## config.mk

```make
export PLATFORM = sky130hd
export DESIGN_NAME = modn_down_timer
export DESIGN_NICKNAME = d
export VERILOG_FILES = /design/src/rtl/modn_pkg.sv /design/src/rtl/modn_prescaler.sv /design/src/rtl/modn_down_timer.sv
export SDC_FILE = /design/constraint.sdc
export NUM_CORES = 1
export LEC_CHECK = 0
export ABC_AREA = 1
export BUFFER_PORTS_ARGS = -buffer_cell sky130_fd_sc_hd__buf_2
export CORE_MARGIN = 2
export CORE_UTILIZATION = 45
export DETAILED_ROUTE_END_ITERATION = 6
export PLACE_DENSITY_LB_ADDON = 0.12
export SYNTH_ARGS = -nofsm -noshare
export SYNTH_HDL_FRONTEND = slang
export SYNTH_HIERARCHICAL = 1
export SYNTH_SLANG_ARGS = --single-unit
```

## constraint.sdc

```tcl
create_clock -name clk -period 1.27 [get_ports clk]
set_input_delay 0.127 -clock clk [delete_from_list [all_inputs] [get_ports clk]]
set_output_delay 0.127 -clock clk [all_outputs]
set_load 0.01 [all_outputs]
```

## src/rtl/modn_pkg.sv

```systemverilog
// Shared types and helpers for the mod-N down-timer.
// Contents:
//   state_t       - controller states (IDLE, RUN, DONE)
//   clamp_to_mod  - limits a requested value to the largest legal count, n-1
package modn_pkg;

    typedef enum logic [1:0] {
        IDLE = 2'd0,
        RUN  = 2'd1,
        DONE = 2'd2
    } state_t;

    // Any value above n-1 is replaced by n-1.
    function automatic int unsigned clamp_to_mod(input int unsigned value,
                                                 input int unsigned n);
        return (value > n - 1) ? n - 1 : value;
    endfunction

endpackage

```

## src/rtl/modn_prescaler.sv

```systemverilog
// Tick divider: passes through every PRESCALE-th qualified tick.
// Ports:
//   clk      - rising-edge clock
//   reset    - synchronous active-high reset
//   clear    - synchronous restart of the divide sequence
//   tick_in  - raw tick qualifier
//   tick_out - high in the cycle tick_in completes a group of PRESCALE ticks
// Used by modn_down_timer only when MODN_TIMER_PRESCALE_EN is defined.
module modn_prescaler #(
    parameter int unsigned PRESCALE = 4
) (
    input  logic clk,
    input  logic reset,
    input  logic clear,
    input  logic tick_in,
    output logic tick_out
);

    localparam int unsigned CW = (PRESCALE > 1) ? $clog2(PRESCALE) : 1;

    logic [CW-1:0] cnt_q;
    logic [CW-1:0] cnt_d;
    logic          last_c;

    // Last position of the divide group; always true when PRESCALE is 1.
    assign last_c   = (cnt_q == CW'(PRESCALE - 1));
    assign tick_out = tick_in & last_c;

    // Next count: restart on clear, wrap after the last position.
    always_comb begin
        cnt_d = cnt_q;
        if (clear) begin
            cnt_d = '0;
        end else if (tick_in) begin
            cnt_d = last_c ? '0 : cnt_q + CW'(1);
        end
    end

    // Count register.
    always_ff @(posedge clk) begin
        if (reset) begin
            cnt_q <= '0;
        end else begin
            cnt_q <= cnt_d;
        end
    end

endmodule

```

## src/rtl/modn_down_timer.sv

```systemverilog
// Loadable mod-N down-counter / timer with terminal-count and borrow pulses.
// Ports:
//   clk, reset   - rising-edge clock, synchronous active-high reset
//   start        - load clamped load_val and begin counting
//   stop         - abort, return to IDLE, hold q
//   tick_en      - count qualifier (one decrement per qualified tick in RUN)
//   auto_reload  - wrap 0 -> reload value instead of finishing (latched at start)
//   load_val     - start/reload value, clamped to N-1
//   q            - current count
//   busy         - high while in RUN
//   done         - one-cycle pulse when q first reads 0
//   borrow       - one-cycle pulse when q reads the reload value after a wrap
// Build option: MODN_TIMER_PRESCALE_EN inserts a divide-by-PRESCALE on tick_en.
module modn_down_timer #(
    parameter int unsigned N        = 12,
    parameter int unsigned WIDTH    = 4,
    parameter int unsigned PRESCALE = 4
) (
    input  logic             clk,
    input  logic             reset,
    input  logic             start,
    input  logic             stop,
    input  logic             tick_en,
    input  logic             auto_reload,
    input  logic [WIDTH-1:0] load_val,
    output logic [WIDTH-1:0] q,
    output logic             busy,
    output logic             done,
    output logic             borrow
);

    import modn_pkg::*;

    // Elaboration-time parameter sanity.
    if (N < 1 || N > (2 ** WIDTH)) begin : g_bad_n
        $error("modn_down_timer: N must be in 1..2**WIDTH");
    end
    if (PRESCALE < 1) begin : g_bad_prescale
        $error("modn_down_timer: PRESCALE must be >= 1");
    end

    state_t           state_q,  state_d;
    logic [WIDTH-1:0] q_q,      q_d;
    logic [WIDTH-1:0] reload_q, reload_d;
    logic             mode_q,   mode_d;
    logic             busy_q,   busy_d;
    logic             done_q,   done_d;
    logic             borrow_q, borrow_d;

    logic [WIDTH-1:0] load_v_c;
    logic             tick_c;

    assign load_v_c = WIDTH'(clamp_to_mod(32'(load_val), N));

    // Qualified tick source.
`ifdef MODN_TIMER_PRESCALE_EN
    modn_prescaler #(
        .PRESCALE (PRESCALE)
    ) u_prescaler (
        .clk      (clk),
        .reset    (reset),
        .clear    (start | stop),
        .tick_in  (tick_en),
        .tick_out (tick_c)
    );
`else
    assign tick_c = tick_en;
`endif

    // Next-state and output logic. Priority: stop > start > tick.
    always_comb begin
        state_d  = state_q;
        q_d      = q_q;
        reload_d = reload_q;
        mode_d   = mode_q;
        busy_d   = busy_q;
        done_d   = 1'b0;
        borrow_d = 1'b0;

        if (stop) begin
            state_d = IDLE;
            busy_d  = 1'b0;
        end else if (start) begin
            // Same load from every state. A zero load reaches terminal count
            // at once; in auto-reload mode it keeps running so every later
            // tick wraps 0 -> 0 with a borrow.
            reload_d = load_v_c;
            mode_d   = auto_reload;
            q_d      = load_v_c;
            if (load_v_c == '0) begin
                done_d  = 1'b1;
                state_d = auto_reload ? RUN : DONE;
                busy_d  = auto_reload;
            end else begin
                state_d = RUN;
                busy_d  = 1'b1;
            end
        end else if (state_q == RUN && tick_c) begin
            if (q_q > WIDTH'(1)) begin
                q_d = q_q - WIDTH'(1);
            end else if (q_q == WIDTH'(1)) begin
                q_d    = '0;
                done_d = 1'b1;
                if (!mode_q) begin
                    state_d = DONE;
                    busy_d  = 1'b0;
                end
            end else begin
                // q == 0 only persists in RUN in auto-reload mode.
                q_d      = reload_q;
                borrow_d = 1'b1;
            end
        end
    end

    // State and output registers.
    always_ff @(posedge clk) begin
        if (reset) begin
            state_q  <= IDLE;
            q_q      <= '0;
            reload_q <= '0;
            mode_q   <= 1'b0;
            busy_q   <= 1'b0;
            done_q   <= 1'b0;
            borrow_q <= 1'b0;
        end else begin
            state_q  <= state_d;
            q_q      <= q_d;
            reload_q <= reload_d;
            mode_q   <= mode_d;
            busy_q   <= busy_d;
            done_q   <= done_d;
            borrow_q <= borrow_d;
        end
    end

    assign q      = q_q;
    assign busy   = busy_q;
    assign done   = done_q;
    assign borrow = borrow_q;

endmodule

```

-- Yosys cells after proc, flatten, opt, wreduce, memory -nomap -nowiden
Cells that the tools add are included.
W data, S select, Z words.
- flip-flop bits (word level): 14
- add/subtract/negate cells: 1
- $lt $le $gt $ge: 2
- eq/ne operators: 4
- mux-type cells: 24
- bitwise logic cells: 2
- reductions and logical operators: 9
- operators with widths (cell ; number):
    $mux W4 ; 5
    $mux W2 ; 7
    $mux W1 ; 12
    $reduce_or A5 Y1 ; 1
    $eq A4 B1 Y1 const B ; 1
    $gt A4 B1 Y1 const B ; 1
    $gt A4 B4 Y1 const B ; 1
    $logic_not A4 Y1 ; 1
    $ne A2 B2 Y1 const B ; 2
    $reduce_and A2 Y1 ; 2
    $reduce_and A4 Y1 ; 1
    $reduce_bool A2 Y1 ; 2
    $sub A4 B1 Y4 const B ; 1
    $eq A2 B1 Y1 const B ; 1
    $not A1 Y1 ; 2
    $reduce_or A2 Y1 ; 1
    $logic_and A1 B1 Y1 ; 1

-- Logic depth before layout (Yosys ltp)
- word-level depth: 5
- depth in mapped cells: 9
- depth with buffers taken out: 9

-- Worst setup path before layout
No wires, ideal clock.
- path type: register to register
- start: reg q_q[0], in the netlist q[0]
- end: reg q_q[3], in the netlist q[3]
- arrival time: 1.268 ns
- required time: 1.200 ns
- setup slack: -0.068 ns
- cell stages (with the launch flop): 8
- path buffers: 0
- period minus slack after synthesis: 1.338 ns
- cells stage by stage: dfxtp_1 > inv_1 > ha_1 > o21ai_0 > nand3_1 > nand2_1 > nand2_1 > a21oi_1
- cells in the longest elaborated chain, start to end: 5
- elaborated cells between the ends (all ways): 7
- classes of those cells: add/sub (1); order compare (1); eq/ne (1); mux (4)
- RTL lines (element ; line ; RTL):
    start: declaration ; modn_down_timer.sv:43 ; logic [WIDTH-1:0] q_q, q_d;
    start signal: assignment ; modn_down_timer.sv:128 ; q_q <= q_d;
    parallel branches: the longest is 2 deep, another holds $sub A4 B1 Y4 ; - ;
    $mux W4 * ; modn_down_timer.sv:99 ; if (q_q > WIDTH'(1)) begin
    $mux W4 * ; modn_down_timer.sv:98 ; end else if (state_q == RUN && tick_c) begin
    $mux W4 * ; modn_down_timer.sv:83 ; end else if (start) begin
Mark *: on every way between the ends. The select of a mux whose other input is x is not followed.
A chain may end at the register's enable or synchronous reset.

-- Worst setup path after layout
- start: reg q_q[0], in the netlist q[0]
- end: reg q_q[0], in the netlist q[0]
The elaborated chain is that of the path after synthesis.

==> impl_results.html <==
<table>
<tr><th>Metric</th><th>Value</th></tr>
<tr><th colspan="2">STA</th></tr>
<tr><td>Headroom to the max-slew limit</td><td>between 80% and 90%</td></tr>
<tr><td>Minimum clock period</td><td>roughly 1.2 ns</td></tr>
<tr><td>Final setup viols</td><td>0</td></tr>
<tr><td>Slew Viols, Final</td><td>0</td></tr>
<tr><td>Setup Total Neg Slack</td><td>0 ns</td></tr>
<tr><td>Clock tree skew after final layout</td><td>approximately 0.0052 ns</td></tr>
<tr><td>Smallest hold slack</td><td>~0.05 ns</td></tr>
<tr><td>Hold violation count in the final report</td><td>0</td></tr>
<tr><td>Part of the cycle the worst path needs</td><td>between 90% and 100%</td></tr>
<tr><td>Slew of the pin with the lowest slew margin</td><td>approximately 0.24 ns</td></tr>
<tr><td>Maximum clock frequency</td><td>between 800 and 900 MHz</td></tr>
<tr><th colspan="2">Finish</th></tr>
<tr><td>Register area</td><td>approximately 260 um2</td></tr>
<tr><td>Total non-filler cell area in the finished layout</td><td>around 920 um2</td></tr>
<tr><td>Count of nets after finishing</td><td>144</td></tr>
<tr><td>Count of non-filler cells in the finished layout</td><td>147</td></tr>
<tr><td>Share of cells above drive strength 1</td><td>between 30% and 40%</td></tr>
<tr><td>Number of inserted diodes</td><td>0</td></tr>
<tr><td>Util after Layout</td><td>62.02%</td></tr>
<tr><td>Footprint of the multi-input gates</td><td>approximately 430 um2</td></tr>
<tr><td>Number of filler instances in the final layout</td><td>140</td></tr>
<tr><td>Area Growth Syn to Fin</td><td>31.79%</td></tr>
<tr><th colspan="2">Critical path</th></tr>
<tr><td>Crit start category</td><td>flip-flop</td></tr>
<tr><td>Critical path cell sequence</td><td>buf_4 &gt; ha_4 &gt; o21ai_2 &gt; nand2_1 &gt; nand3_1 &gt; nand2_1 &gt; a21oi_2</td></tr>
<tr><td>Crit-path slowest cell</td><td>dfxtp_2</td></tr>
<tr><td>Largest stage delay on the critical path</td><td>0.33 ns</td></tr>
<tr><td>Critical path data required time</td><td>around 1.5 ns</td></tr>
<tr><td>Crit path arrival time</td><td>approximately 1.4 ns</td></tr>
<tr><td>Critical Path Sink Type</td><td>flip-flop</td></tr>
<tr><td>Worst Path Class, Setup</td><td>reg2reg</td></tr>
<tr><td>Worst Reg2Reg Path Length in Cells</td><td>7</td></tr>
<tr><td>Maximum fanout encountered on the critical timing path</td><td>3</td></tr>
<tr><td>Cell with the most instances on the worst path</td><td>nand2_1</td></tr>
<tr><th colspan="2">Clock tree</th></tr>
<tr><td>Root Driver</td><td>clkbuf_4</td></tr>
<tr><td>Number of H-tree branching levels</td><td>1</td></tr>
<tr><td>Clock input transition at the sequential cells of the worst setup and hold paths</td><td>roughly 0.08 ns</td></tr>
<tr><td>Max Root-Sink Buffers</td><td>2</td></tr>
<tr><td>Clk sink count</td><td>13</td></tr>
<tr><td>CTS tree</td><td>built</td></tr>
<tr><td>Num CTS Buffers</td><td>3</td></tr>
<tr><td>Clock latency at the later pin of the worst-skew pair</td><td>around 0.29 ns</td></tr>
<tr><td>CTS Hold Buffers Added</td><td>0</td></tr>
<tr><th colspan="2">Flow run</th></tr>
<tr><td>Max cap viols</td><td>0</td></tr>
<tr><th colspan="2">Power</th></tr>
<tr><td>Peak supply drop</td><td>~0.51 mV</td></tr>
<tr><td>Total power divided by cell area</td><td>between 1000 and 1500 nW/um2</td></tr>
<tr><td>Leakage power</td><td>approximately 0.00044 uW</td></tr>
<tr><th colspan="2">Worst hold path</th></tr>
<tr><td>Kind of path behind the tightest hold check</td><td>in2reg</td></tr>
<tr><td>Number of cells on the worst hold path</td><td>2</td></tr>
<tr><th colspan="2">Floorplanning</th></tr>
<tr><td>Horizontal extent of the die</td><td>43.46 um</td></tr>
<tr><td>Starting Density</td><td>between 40% and 50%</td></tr>
<tr><td>Height of the die</td><td>about 43 um</td></tr>
<tr><td>Area of the die</td><td>approximately 1900 um2</td></tr>
<tr><td>Ports placed on the boundary</td><td>17</td></tr>
<tr><td>FP Rows</td><td>14</td></tr>
<tr><td>Total core area</td><td>approximately 1500 um2</td></tr>
<tr><th colspan="2">Global routing</th></tr>
<tr><td>Wire length of the first global-routing pass</td><td>between 2000 and 3000 um</td></tr>
<tr><td>Pin count of the biggest net entering global routing</td><td>10</td></tr>
<tr><td>Antenna violations before repair</td><td>0</td></tr>
<tr><td>GRT Util Overall</td><td>around a fifth</td></tr>
<tr><td>Residual overflow from global routing</td><td>0</td></tr>
<tr><td>Via count of the first global-routing pass</td><td>roughly 660</td></tr>
<tr><th colspan="2">Place</th></tr>
<tr><td>Final RePlAce weighted congestion</td><td>around 0.86</td></tr>
<tr><td>Detailed placement HPWL</td><td>approximately 1200 um</td></tr>
<tr><td>Number of port buffers</td><td>16</td></tr>
<tr><td>Placed inst area</td><td>about 830 um2</td></tr>
<tr><td>Placed Cells</td><td>roughly 140</td></tr>
<tr><th colspan="2">Yosys</th></tr>
<tr><td>Number of synthesized register bits</td><td>13</td></tr>
<tr><td>Largest family of logic cells by synthesized area</td><td>simple AND/OR/NAND/NOR gates</td></tr>
<tr><td>Area fraction in compound gates after synthesis</td><td>a little under a fifth</td></tr>
<tr><td>Synth unique cells</td><td>17</td></tr>
<tr><td>Count of yosys warnings during synthesis</td><td>6</td></tr>
<tr><td>Xor/xnor share of the synthesized area</td><td>0%</td></tr>
<tr><td>Synth Instances</td><td>between 100 and 150</td></tr>
<tr><td>Average size of a mapped cell</td><td>6.673 um2</td></tr>
<tr><td>Total nets after synthesis</td><td>between 100 and 150</td></tr>
<tr><td>Simple-gate portion of the synthesized area</td><td>around a third</td></tr>
<tr><td>Adder-cell share of the synthesized area</td><td>around 3.6%</td></tr>
<tr><td>Synthesized cell area</td><td>700.7 um2</td></tr>
<tr><td>Multiplexer fraction of the synthesized cell area</td><td>0%</td></tr>
<tr><td>Sequential-to-total area share from yosys stat</td><td>roughly 37%</td></tr>
<tr><th colspan="2">Routing</th></tr>
<tr><td>Antenna-violating nets left</td><td>0</td></tr>
<tr><td>Via Count</td><td>about 770</td></tr>
<tr><td># DRC</td><td>0</td></tr>
<tr><td>Final wirelength</td><td>~1700 um</td></tr>
<tr><td>Detailed-routing iteration count for the pre-antenna-repair pass</td><td>4</td></tr>
<tr><td>Iteration-0 DRC Markers</td><td>18</td></tr>
<tr><td>Average wire per standard cell</td><td>between 10 and 15 um</td></tr>
<tr><td>Number of vias per cell after detailed routing</td><td>5.252</td></tr>
<tr><th colspan="2">Status</th></tr>
<tr><td>Status</td><td>complete, no violations</td></tr>
</table>
[cells in the mapped netlist]
cell,instances,share of area (%)
a21oi_1,13,9.3
nor2_4,1,1.6
nor4_1,1,0.89
ha_1,2,3.6
a31oi_1,1,0.89
a211oi_1,1,1.1
o211ai_1,1,1.1
nor2_1,10,5.4
dfxtp_1,13,37
nand2_1,25,13
nand3_1,8,5.7
o21ai_0,9,6.4
nor2_2,1,0.89
inv_1,14,7.5
nand2_4,2,3.2
nand4_1,1,0.89
inv_2,2,1.1
[critical path, delay by kind of cell (launching register included)]
family / cells / cell delay [ns]
compound gates: 2 / 0.28
fa+ha+maj: 1 / 0.17
buf+inv: 1 / 0.14
flops: 1 / 0.33
simple gates: 3 / 0.23
[kinds of logic (layout without fill, tap and decap cells)]
family	after synthesis	in the layout
AOI/OAI and AO/OA	25	25
adders and majority gates	2	2
buffers and inverters	16	42
DFF	13	13
and+or+nand+nor	49	49
[per-stage QoR]
| stage | power [uW] | setup WS, ns |
|---|---|---|
| 2_1_floorplan | 577.3 | 0.007113 |
| 6_report | 964.7 | 0.06191 |
| 5_1_grt | 1013 | -0.0001315 |
| 3_3_place_gp | 657.1 | -0.006318 |
| 3_5_place_dp | 657.5 | -0.02276 |
| 4_1_cts | 932.6 | 0.01347 |
[report_power, final]
part	internal, uW	total, uW	switching (uW)
combinational	106	241	136
sequential	429	446	16.7
clock	122	277	155
total	657	965	307
[layout make-up]
type	count	area share [%]
tap	16	2.168
inverter	16	6.775
timing repair buffer	22	13.55
clock buffer	4	2.846
sequential	13	28.59
multi-input combinational	76	46.07
[worst paths after layout]
check	to	start	slack (ns)
setup / recovery	q[0]	q[0]	0.06
hold / removal	q[0]	reset	0.05
setup reg to reg	q[0]	q[0]	0.06
hold reg to reg	state_q[1]	state_q[1]	0.47
[placed cells by master (no fill, tap or decap)]
cell / Yosys / routed
a211oi_1: 1 / 1
o21ai_0: 9 / 8
dfxtp_1: 13 / 10
nand2_4: 2 / 2
buf_4: 0 / 6
clkbuf_4: 0 / 3
nand2_1: 25 / 21
nand4_1: 1 / 1
buf_2: 0 / 16
nor2_4: 1 / 1
nor4_1: 1 / 1
a31oi_1: 1 / 1
a21oi_1: 13 / 12
o211ai_1: 1 / 1
a21oi_2: 0 / 1
o21ai_2: 0 / 1
inv_1: 14 / 11
nor2_2: 1 / 2
nand2_2: 0 / 4
nor2_1: 10 / 9
inv_2: 2 / 4
inv_4: 0 / 1
ha_4: 0 / 2
clkbuf_1: 0 / 1
nand3_1: 8 / 8
dfxtp_2: 0 / 3
[timing repair]
| action | 4_1_cts | 5_1_grt |
|---|---|---|
| pin swaps | 0 | 3 |
| resized for setup | 3 | 15 |
| setup buffers | 0 | 2 |
| setup endpoints to repair | 3 | 6 |
[state kept, by name, indices dropped and copies added, names as in the netlist]
signal and cells:
state_q 2, done 1, reload_q 4, q 4, borrow 1, mode_q 1
[metal layers]
layer  vias up  GRT usage [%]  part of all wire, %
met3         5          2.500                  4.3
met2        24          30.75                   47
met4         0          10.91                  2.7
met1       349          24.68                   46
li1        394              -                    -
met5         -              0                    0
No activity file was read; power rests on OpenSTA's default activity.
